[src/rtl/ddr_wr_arb.sv]
// ddr_wr_arb: round-robin arbiter sharing one DDR write command/data port
// between NUM_CH line-buffer writers. Latches the winner's command, muxes
// its data and routes controller handshakes back to the granted channel.
// Beat-count checking flags length mismatches. A per-burst watchdog aborts
// bursts that hang.
//
// Handshake contract: a writer holds s_wreq[i] until it sees s_wdata_req[i].
// The arbiter holds m_wreq until the controller's first m_wdata_req. Each
// m_wdata_req cycle consumes one beat of m_wdata. An m_wdone pulse ends the
// burst.
module ddr_wr_arb #(
    parameter int NUM_CH     = 4,
    parameter int ADDR_WIDTH = 27,
    parameter int LEN_WIDTH  = 32,
    parameter int DQ_WIDTH   = 32,
    parameter int TIMEOUT    = 4096
) (
    input  logic                           ddr_clk,
    input  logic                           ddr_rst,
    input  logic [NUM_CH-1:0]              s_wreq,
    input  logic [NUM_CH*ADDR_WIDTH-1:0]   s_waddr,
    input  logic [NUM_CH*LEN_WIDTH-1:0]    s_wr_len,
    input  logic [NUM_CH*8*DQ_WIDTH-1:0]   s_wdata,
    output logic [NUM_CH-1:0]              s_wrdy,
    output logic [NUM_CH-1:0]              s_wdata_req,
    output logic [NUM_CH-1:0]              s_wdone,
    output logic                           m_wreq,
    output logic [ADDR_WIDTH-1:0]          m_waddr,
    output logic [LEN_WIDTH-1:0]           m_wr_len,
    input  logic                           m_wrdy,
    input  logic                           m_wdata_req,
    input  logic                           m_wdone,
    output logic [8*DQ_WIDTH-1:0]          m_wdata,
    output logic                           busy,
    output logic [2:0]                     grant_id,
    output logic                           len_err,
    output logic                           timeout_err,
    output logic [1:0]                     o_dbg_state
);

    localparam int DW   = 8 * DQ_WIDTH;
    localparam int WD_W = $clog2(TIMEOUT + 1);

    typedef enum logic [1:0] {
        ST_IDLE = 2'd0,
        ST_REQ  = 2'd1,
        ST_DATA = 2'd2,
        ST_DONE = 2'd3
    } state_t;

    state_t                  r_state;
    state_t                  w_state_nxt;

    logic [2:0]              r_rr_ptr;
    logic [2:0]              r_grant_id;
    logic                    r_m_wreq;
    logic [ADDR_WIDTH-1:0]   r_m_waddr;
    logic [LEN_WIDTH-1:0]    r_m_wr_len;
    logic [LEN_WIDTH-1:0]    r_beat_cnt;
    logic [WD_W-1:0]         r_wdog;
    logic                    r_len_err;
    logic                    r_timeout_err;

    logic                    w_found;
    logic [2:0]              w_pick;
    logic [3:0]              w_idx;
    logic [NUM_CH-1:0]       w_req_shift;
    logic                    w_grant_en;
    logic                    w_burst_end;
    logic                    w_abort;
    logic                    w_active;
    logic                    w_busy;
    logic                    w_wd_expire;
    logic [LEN_WIDTH-1:0]    w_beat_total;
    logic [NUM_CH-1:0]       w_gnt_oh;
    logic [ADDR_WIDTH-1:0]   w_pick_addr;
    logic [LEN_WIDTH-1:0]    w_pick_len;
    logic [NUM_CH*DW-1:0]    w_data_shift;
    logic [2:0]              w_ptr_nxt;

    assign w_busy       = (r_state != ST_IDLE);
    assign w_active     = (r_state == ST_REQ) || (r_state == ST_DATA);
    assign w_wd_expire  = w_active && (r_wdog == WD_W'(TIMEOUT - 1));
    assign w_beat_total = r_beat_cnt + LEN_WIDTH'(m_wdata_req);
    assign w_gnt_oh     = {{(NUM_CH-1){1'b0}}, 1'b1} << r_grant_id;
    assign w_pick_addr  = ADDR_WIDTH'(s_waddr >> (int'(w_pick) * ADDR_WIDTH));
    assign w_pick_len   = LEN_WIDTH'(s_wr_len >> (int'(w_pick) * LEN_WIDTH));
    assign w_data_shift = s_wdata >> (int'(r_grant_id) * DW);
    assign w_ptr_nxt    = (r_grant_id == 3'(NUM_CH - 1)) ? 3'd0 : r_grant_id + 3'd1;

    // Round-robin pick: first requester scanning from r_rr_ptr upward, wrapping
    always_comb begin
        w_found     = 1'b0;
        w_pick      = 3'd0;
        w_idx       = 4'd0;
        w_req_shift = '0;
        for (int k = 0; k < NUM_CH; k++) begin
            w_idx = {1'b0, r_rr_ptr} + 4'(k);
            if (w_idx >= 4'(NUM_CH)) begin
                w_idx = w_idx - 4'(NUM_CH);
            end
            w_req_shift = s_wreq >> w_idx;
            if (!w_found && w_req_shift[0]) begin
                w_found = 1'b1;
                w_pick  = w_idx[2:0];
            end
        end
    end

    // FSM state register
    always_ff @(posedge ddr_clk) begin
        if (ddr_rst) begin
            r_state <= ST_IDLE;
        end else begin
            r_state <= w_state_nxt;
        end
    end

    // FSM next state and burst-control strobes; completion wins over the watchdog
    always_comb begin
        w_state_nxt = r_state;
        w_grant_en  = 1'b0;
        w_burst_end = 1'b0;
        w_abort     = 1'b0;
        case (r_state)
            ST_IDLE: begin
                if (w_found) begin
                    w_grant_en  = 1'b1;
                    w_state_nxt = ST_REQ;
                end
            end
            ST_REQ: begin
                if (m_wdone) begin
                    w_burst_end = 1'b1;
                    w_state_nxt = ST_DONE;
                end else if (w_wd_expire) begin
                    w_abort     = 1'b1;
                    w_state_nxt = ST_DONE;
                end else if (m_wdata_req) begin
                    w_state_nxt = ST_DATA;
                end
            end
            ST_DATA: begin
                if (m_wdone) begin
                    w_burst_end = 1'b1;
                    w_state_nxt = ST_DONE;
                end else if (w_wd_expire) begin
                    w_abort     = 1'b1;
                    w_state_nxt = ST_DONE;
                end
            end
            ST_DONE: begin
                w_state_nxt = ST_IDLE;
            end
            default: begin
                w_state_nxt = ST_IDLE;
            end
        endcase
    end

    // Command latch, beat/watchdog counters, sticky errors and pointer rotation
    always_ff @(posedge ddr_clk) begin
        if (ddr_rst) begin
            r_rr_ptr      <= 3'd0;
            r_grant_id    <= 3'd0;
            r_m_wreq      <= 1'b0;
            r_m_waddr     <= '0;
            r_m_wr_len    <= '0;
            r_beat_cnt    <= '0;
            r_wdog        <= '0;
            r_len_err     <= 1'b0;
            r_timeout_err <= 1'b0;
        end else begin
            r_m_wreq <= (w_state_nxt == ST_REQ);
            if (w_grant_en) begin
                r_grant_id <= w_pick;
                r_m_waddr  <= w_pick_addr;
                r_m_wr_len <= w_pick_len;
                r_beat_cnt <= '0;
                r_wdog     <= '0;
            end else if (w_active) begin
                r_wdog <= r_wdog + 1'b1;
                if (m_wdata_req) begin
                    r_beat_cnt <= r_beat_cnt + 1'b1;
                end
            end
            if (w_burst_end && (w_beat_total != r_m_wr_len)) begin
                r_len_err <= 1'b1;
            end
            if (w_abort) begin
                r_timeout_err <= 1'b1;
            end
            if (r_state == ST_DONE) begin
                r_rr_ptr <= w_ptr_nxt;
            end
        end
    end

    assign s_wrdy      = {NUM_CH{m_wrdy & w_busy}} & w_gnt_oh;
    assign s_wdata_req = {NUM_CH{m_wdata_req & w_busy}} & w_gnt_oh;
    assign s_wdone     = {NUM_CH{m_wdone & w_busy}} & w_gnt_oh;
    assign m_wdata     = w_data_shift[DW-1:0];
    assign m_wreq      = r_m_wreq;
    assign m_waddr     = r_m_waddr;
    assign m_wr_len    = r_m_wr_len;
    assign busy        = w_busy;
    assign grant_id    = r_grant_id;
    assign len_err     = r_len_err;
    assign timeout_err = r_timeout_err;
    assign o_dbg_state = r_state;

endmodule

[config.mk]
export PLATFORM = sky130hd
export DESIGN_NAME = ddr_wr_arb
export DESIGN_NICKNAME = d
export VERILOG_FILES = /design/src/rtl/ddr_wr_arb.sv
export SDC_FILE = /design/constraint.sdc
export NUM_CORES = 1
export LEC_CHECK = 0
export BUFFER_PORTS_ARGS = -buffer_cell sky130_fd_sc_hd__buf_2
export CAP_MARGIN = 20
export CORE_AREA = 2 2 626 628
export CTS_CLUSTER_SIZE = 30
export DETAILED_ROUTE_END_ITERATION = 6
export DIE_AREA = 0 0 628 630
export PLACE_DENSITY = 0.3
export SYNTH_ARGS = -nofsm -noshare
export SYNTH_HDL_FRONTEND = slang
export SYNTH_SLANG_ARGS = --single-unit
[constraint.sdc]
create_clock -name ddr_clk -period 5.4 [get_ports ddr_clk]
set_input_delay 1.08 -clock ddr_clk [delete_from_list [all_inputs] [get_ports ddr_clk]]
set_output_delay 1.08 -clock ddr_clk [all_outputs]
set_load 0.005 [all_outputs]
==> results.py, run 1 <==
metrics = {
    "detailed_routing": {
        "wire_per_inst_um": 38.1,
        "wl_um": 317000,
        "detail-route-antenna-nets": 0,
        "vias_per_cell": 2.68,
        "drt_iter0_drc": 1837,
        "drt_pass1_iterations": 5,
        "vias": 22300,
        "post-route-drc-count": 0,
    },
    "floorplanning": {
        "start_util_pct": 3.88,
        "coreArea_um2": 388000,
        "die_y_um": 630,
        "rows": 229,
        "die_area_um2": 396000,
        "io-pin-count": 1605,
        "die_w_um": 628,
    },
    "synthesis": {
        "synth_mux_area_share_pct": 47.2,
        "synth_seq_area_share_pct": 15.3,
        "postSynthCellCount": 1430,
        "yosys_warnings": 0,
        "synthArstFlopShare_pct": 0,
        "synth_most_common_cell": "and2_1",
        "synthAdderAreaFrac_pct": 1.08,
        "synth.net_count": 2712,
        "ys_top_cells_by_count": "261 x and2_1, 258 x mux4_2, 128 x mux2i_1",
        "yosys.area_share.simple_pct": 19.1,
        "synthTopCellsByArea": "mux4_2 39%, dfxtp_1 15%, and2_1 11%, mux2i_1 8.5%, xnor2_1 2.7%",
        "yosys.area.top_type": "mux4_2",
        "syn_avg_cell_area_um2": 10.5,
        "synth_edf_count": 0,
        "syn_area_um2": 15100,
        "yosysTopAreaCellShare_pct": 38.6,
        "ys.flop_type": "dfxtp_1",
        "synth_compound_area_share_pct": 8.30,
        "synth-seq-cells": 115,
        "synth_xor_xnor_area_share_pct": 4.60,
        "synth_top_family_by_area": "multiplexers",
        "ys_types": 58,
    },
    "grt": {
        "antenna_found_initial": 437,
        "use_met1_pct": 16.7,
        "grt_util_all_layers_pct": 15.4,
        "grtUsageMet3_pct": 3.72,
        "grtUsageMet2_pct": 29.2,
        "overflow": 0,
        "grt_max_degree": 88,
        "grt_pass1_wl_um": 367000,
        "grt_pass1_vias": 21300,
        "grt.busiest_layer": "met2",
    },
    "place": {
        "dp_hpwl_um": 298000,
        "gp_congestion": 1.03,
        "port_buffers": 1604,
        "place_area_um2": 29500,
        "dpl.cell_count": 8124,
    },
    "finish": {
        "final_area_um2": 30400,
        "drive_gt1_share_pct": 65.9,
        "final_cell_count_no_fill": 8319,
        "regArea_um2": 2310,
        "fill_cells": 45800,
        "multi_input_area_um2": 12100,
        "fin_nets": 4228,
        "area_delta_synth_final_pct": 102,
    },
    "clock_tree": {
        "cts_tree": "yes",
        "clock-sinks": 115,
        "clock_latency_ns": 0.49,
        "cts-resized-gates": 0,
        "htreeDepth": 4,
        "cts_setup_buffers": 0,
        "path_clk_slew_ns": 0.07,
        "clockBufferDepth": 2,
        "root_buffer": "clkbuf_16",
        "cts-hold-fix-buffers": 0,
        "cts-buffers-inserted": 17,
    },
    "setup_path": {
        "cp_max_fo": 17,
        "crit_buf_inv": 2,
        "cp-end-kind": "output port",
        "cp_top_family": "flip-flops",
        "required_ns": 4.32,
        "path_class": "reg -> out",
        "slowest_delay_ns": 0.88,
        "crit_slowest_cell": "dfxtp_4",
        "cp-start-kind": "flop",
        "cp.arrival_ns": 3.09,
        "crit_chain": "buf_4, mux4_2, and2_1, buf_2",
    },
    "outcome": {
        "status": "finished clean",
    },
    "power_and_ir_drop": {
        "p_per_area_nw_per_um2": 407,
        "power_w": 0.0124,
        "power_leakage_nw": 11.7,
        "irDropWorstVdd_uv": 288,
    },
    "sta": {
        "fin_skew_ns": 0.0180,
        "grt_setup_unrepaired": "no",
        "final-setup-viol-count": 0,
        "worstMarginPinSlew_ns": 1.12,
        "hold_viol": 0,
        "timing.fmax_mhz": 240,
        "slew_headroom_pct": 25.6,
        "fin_crit_sh_pct": 77.1,
        "tns_ns": 0,
        "hold_slack_ns": 0.457,
        "layout_min_cycle_time_ns": 4.17,
        "slew_violations": 0,
    },
    "flow_run": {
        "cap_violations": 0,
    },
    "worst_hold_path": {
        "hold_path_class": "reg -> reg",
    },
}
-- routing by layer --
layer  part of all wire [%]  up-vias  routed length (µm)
met3                    6.6      677               20900
met5                   0.14        -                 433
li1                       -     8766                   -
met1                     36    11000              115000
met2                     53     1748              168000
met4                    4.1       64               13100
-- worst reg2reg max path: stages (launching register included) --
cell and delay (ns):
dfxtp_1 0.62, inv_1 0.19, ha_1 0.52, mux2i_1 0.14
o22ai_1 0.42, o31a_2 0.77, o21a_1 0.26, nand2b_2 0.56
o22ai_1 0.47, a21o_1 0.12
-- layout make-up --
type | count | share of cell area [%]
tap | 5197 | 21.4
multi-input combinational | 1157 | 39.8
clock inverter | 13 | 0.337
antenna | 164 | 1.35
timing repair buffer | 1643 | 27.9
sequential | 115 | 7.60
inverter | 12 | 0.173
clock buffer | 18 | 1.41
-- report_power, final --
group / internal [W] / switching (W) / leakage, nW / total (W)
logic: 0.00362 / 0.00604 / 10.5 / 0.00966
clock network: 0.000588 / 0.000538 / 0.255 / 0.00113
registers: 0.00110 / 0.000494 / 0.943 / 0.00160
-- cells by family (layout without fill, tap and decap cells) --
logic type / Yosys count / after routing
AO/OA/AOI/OAI: 178 / 178
XOR/XNOR: 79 / 79
adder cells (fa/ha/maj): 13 / 13
buffers and inverters: 158 / 1686
flip-flops: 115 / 115
multiplexers: 387 / 387
other: 0 / 164
AND/OR/NAND/NOR: 500 / 500
-- per-stage QoR --
stage / setup slack (ns) / utilization [%]
finish: 1.23 / 7.83
global route: 0.902 / 7.76
CTS: 0.980 / 7.73
detailed placement: 1.24 / 7.59
global placement: 1.34 / 7.58
floorplan: 2.13 / -
-- registers in the layout, indices dropped and copies added (netlist names) --
name	cells
grant_id	3
len_err	1
m_waddr	27
m_wr_len	32
m_wreq	1
o_dbg_state	2
r_beat_cnt	32
r_rr_ptr	3
r_wdog	13
timeout_err	1
-- cell usage in the layout, fill, tap and decap left out, drive strengths merged, types with 18 or more instances in the layout --
cell and count:
a21o 48, mux4 258, o22ai 46, xnor2 47
dfxtp 115, nand3 21, nand2 39, diode 164
nor2 75, mux2i 128, and2 261, buf 1643
xor2 32, nand4 19, nor3 22, and3 20
clkbuf 18
-- final timing paths --
check | from | end | slack [ns] | cells past startpoint
setup / recovery | grant_id[0] | m_wdata[94] | 1.23 | 4
hold / removal | m_waddr[8] | m_waddr[8] | 0.46 | 1
setup reg to reg | r_rr_ptr[0] | m_wr_len[22] | 1.27 | 9
hold reg to reg | m_waddr[8] | m_waddr[8] | 0.46 | 1
Power figures use the tool's default switching activity.
==> run 2: changes to the inputs <==
Settings changed: CORE_AREA 2 2 626 628 to 2 2 632 634, DIE_AREA 0 0 628 630 to 0 0 634 636.
Clock period 5.4 ns to 3.9 ns, I/O delays scaled along.
==> results.py, run 2 (synthesized netlist as in run 1, its figures left out) <==
metrics = {
    "sta": {
        "slew_headroom_pct": 53.0,
        "hold_viol": 0,
        "worstMarginPinSlew_ns": 0.705,
        "hold_slack_ns": 0.450,
        "layout_min_cycle_time_ns": 3.70,
        "fin_crit_sh_pct": 95.0,
        "grt_setup_unrepaired": "no",
        "fin_skew_ns": 0.0164,
        "final-setup-viol-count": 0,
        "slew_violations": 0,
        "tns_ns": 0,
        "timing.fmax_mhz": 270,
    },
    "grt": {
        "grt_max_degree": 90,
        "grt_util_all_layers_pct": 14.7,
        "overflow": 0,
        "antenna_found_initial": 415,
        "grt_pass1_vias": 21400,
        "grt_pass1_wl_um": 356000,
    },
    "clock_tree": {
        "htreeDepth": 4,
        "cts-hold-fix-buffers": 0,
        "cts-buffers-inserted": 17,
        "cts_tree": "yes",
        "cts-resized-gates": 0,
        "clockBufferDepth": 2,
        "clock_latency_ns": 0.48,
        "clock-sinks": 115,
        "root_buffer": "clkbuf_16",
        "path_clk_slew_ns": 0.07,
        "cts_setup_buffers": 0,
    },
    "floorplanning": {
        "die_y_um": 636,
        "die_area_um2": 403000,
        "die_w_um": 634,
        "io-pin-count": 1605,
        "start_util_pct": 3.79,
        "coreArea_um2": 397000,
        "rows": 232,
    },
    "worst_hold_path": {
        "hold_path_class": "reg -> reg",
        "min_from": "m_waddr[19]",
    },
    "place": {
        "dp_hpwl_um": 289000,
        "gp_congestion": 1.04,
        "port_buffers": 1604,
    },
    "setup_path": {
        "cp_top_family": "flip-flops",
        "path_class": "reg -> out",
        "slowest_delay_ns": 0.79,
        "crit_buf_inv": 3,
        "required_ns": 3.12,
        "cp-end-kind": "output port",
        "cp.arrival_ns": 2.92,
        "crit_chain": "buf_12, buf_4, mux4_2, and2_1, buf_2",
        "r2r_slack_ns": 0.47,
        "cp_max_fo": 17,
        "r2r_start": "r_rr_ptr[1]",
        "crit_slowest_cell": "dfxtp_4",
        "cp-start-kind": "flop",
        "startpoint": "grant_id[0]",
    },
    "power_and_ir_drop": {
        "irDropWorstVdd_uv": 287,
        "seqPwrFrac_pct": 12.2,
        "p_clk_share_pct": 10.1,
        "switching_share_pct": 55.4,
        "p_switching_w": 0.00964,
        "combPwrFrac_pct": 77.7,
        "power_leakage_nw": 12.0,
        "p_per_area_nw_per_um2": 564,
        "intPower_w": 0.00776,
    },
    "outcome": {
        "status": "finished clean",
    },
    "detailed_routing": {
        "dr_wl_met3_um": 25300,
        "drt_pass1_iterations": 5,
        "met2_length_um": 160000,
        "drt_iter0_drc": 1972,
        "wire_per_inst_um": 36.6,
        "vias_per_cell": 2.69,
        "post-route-drc-count": 0,
        "vias": 22600,
        "maxUsedRoutingLayer": "met5",
        "wl_um": 308000,
        "m1WireLength_um": 110000,
        "detail-route-antenna-nets": 0,
    },
    "finish": {
        "final_common_cell": "buf_2",
        "area_delta_synth_final_pct": 105,
        "mostFrequentLayoutCells": "1604 x buf_2, 261 x and2_1, 258 x mux4_2",
        "drive_gt1_share_pct": 66.3,
        "fin_nets": 4264,
    },
    "flow_run": {
        "cap_violations": 0,
    },
}
==> run 2: through the flow <==
step                      instances  setup slack [ns]  util, %  total power [W]  area, µm²
after global routing           8291            0.0360     7.71           0.0182      30600
after floorplan                1430             0.930        -          0.00733      15100
after CTS                      8260            0.0888     7.69           0.0180      30500
final                          8396             0.195     7.77           0.0174      30900
after detailed placement       8228             0.350     7.53           0.0162      29900
after global placement         8228             0.234     7.53           0.0162      29900
==> run 2: power by group through the flow <==
stage / combinational, W / clock [W] / sequential, W
2_1_floorplan: 0.00551 / 0 / 0.00182
3_3_place_gp: 0.0140 / 0 / 0.00219
3_5_place_dp: 0.0140 / 0 / 0.00219
4_1_cts: 0.0140 / 0.00184 / 0.00217
5_1_grt: 0.0142 / 0.00188 / 0.00218
6_report: 0.0135 / 0.00176 / 0.00212
==> run 2: layout make-up <==
type,instances,area (µm²)
Inverter,12,52.6
Clock inverter,13,170
Antenna cell,136,340
Tap cell,5265,6590
Clock buffer,19,443
Timing Repair Buffer,1679,8840
Fill cell,46900,366000
Multi-Input combinational cell,1157,12100
Sequential cell,115,2310
==> run 2: per-layer routing <==
metal	GRT usage (%)	vias up
li1	-	8820
met1	15.8	11100
met2	27.7	1828
met3	4.42	715
met4	3.39	102
met5	0	-
==> run 2: path summary, 6_finish.rpt <==
kind         cells past startpoint           end
min reg2reg                      1   m_waddr[19]
min                              1   m_waddr[19]
max reg2reg                     11  m_wr_len[31]
max                              5   m_wdata[69]
==> run 2: worst reg2reg max path: stages (launching register included) <==
cell     delay, ns
dfxtp_1       0.45
inv_1         0.10
ha_1          0.47
mux2i_1       0.14
o22ai_1       0.47
o31ai_1       0.23
nor3b_4       0.28
buf_12        0.32
buf_12        0.35
mux2i_1       0.27
o22ai_1       0.10
a21o_1        0.17
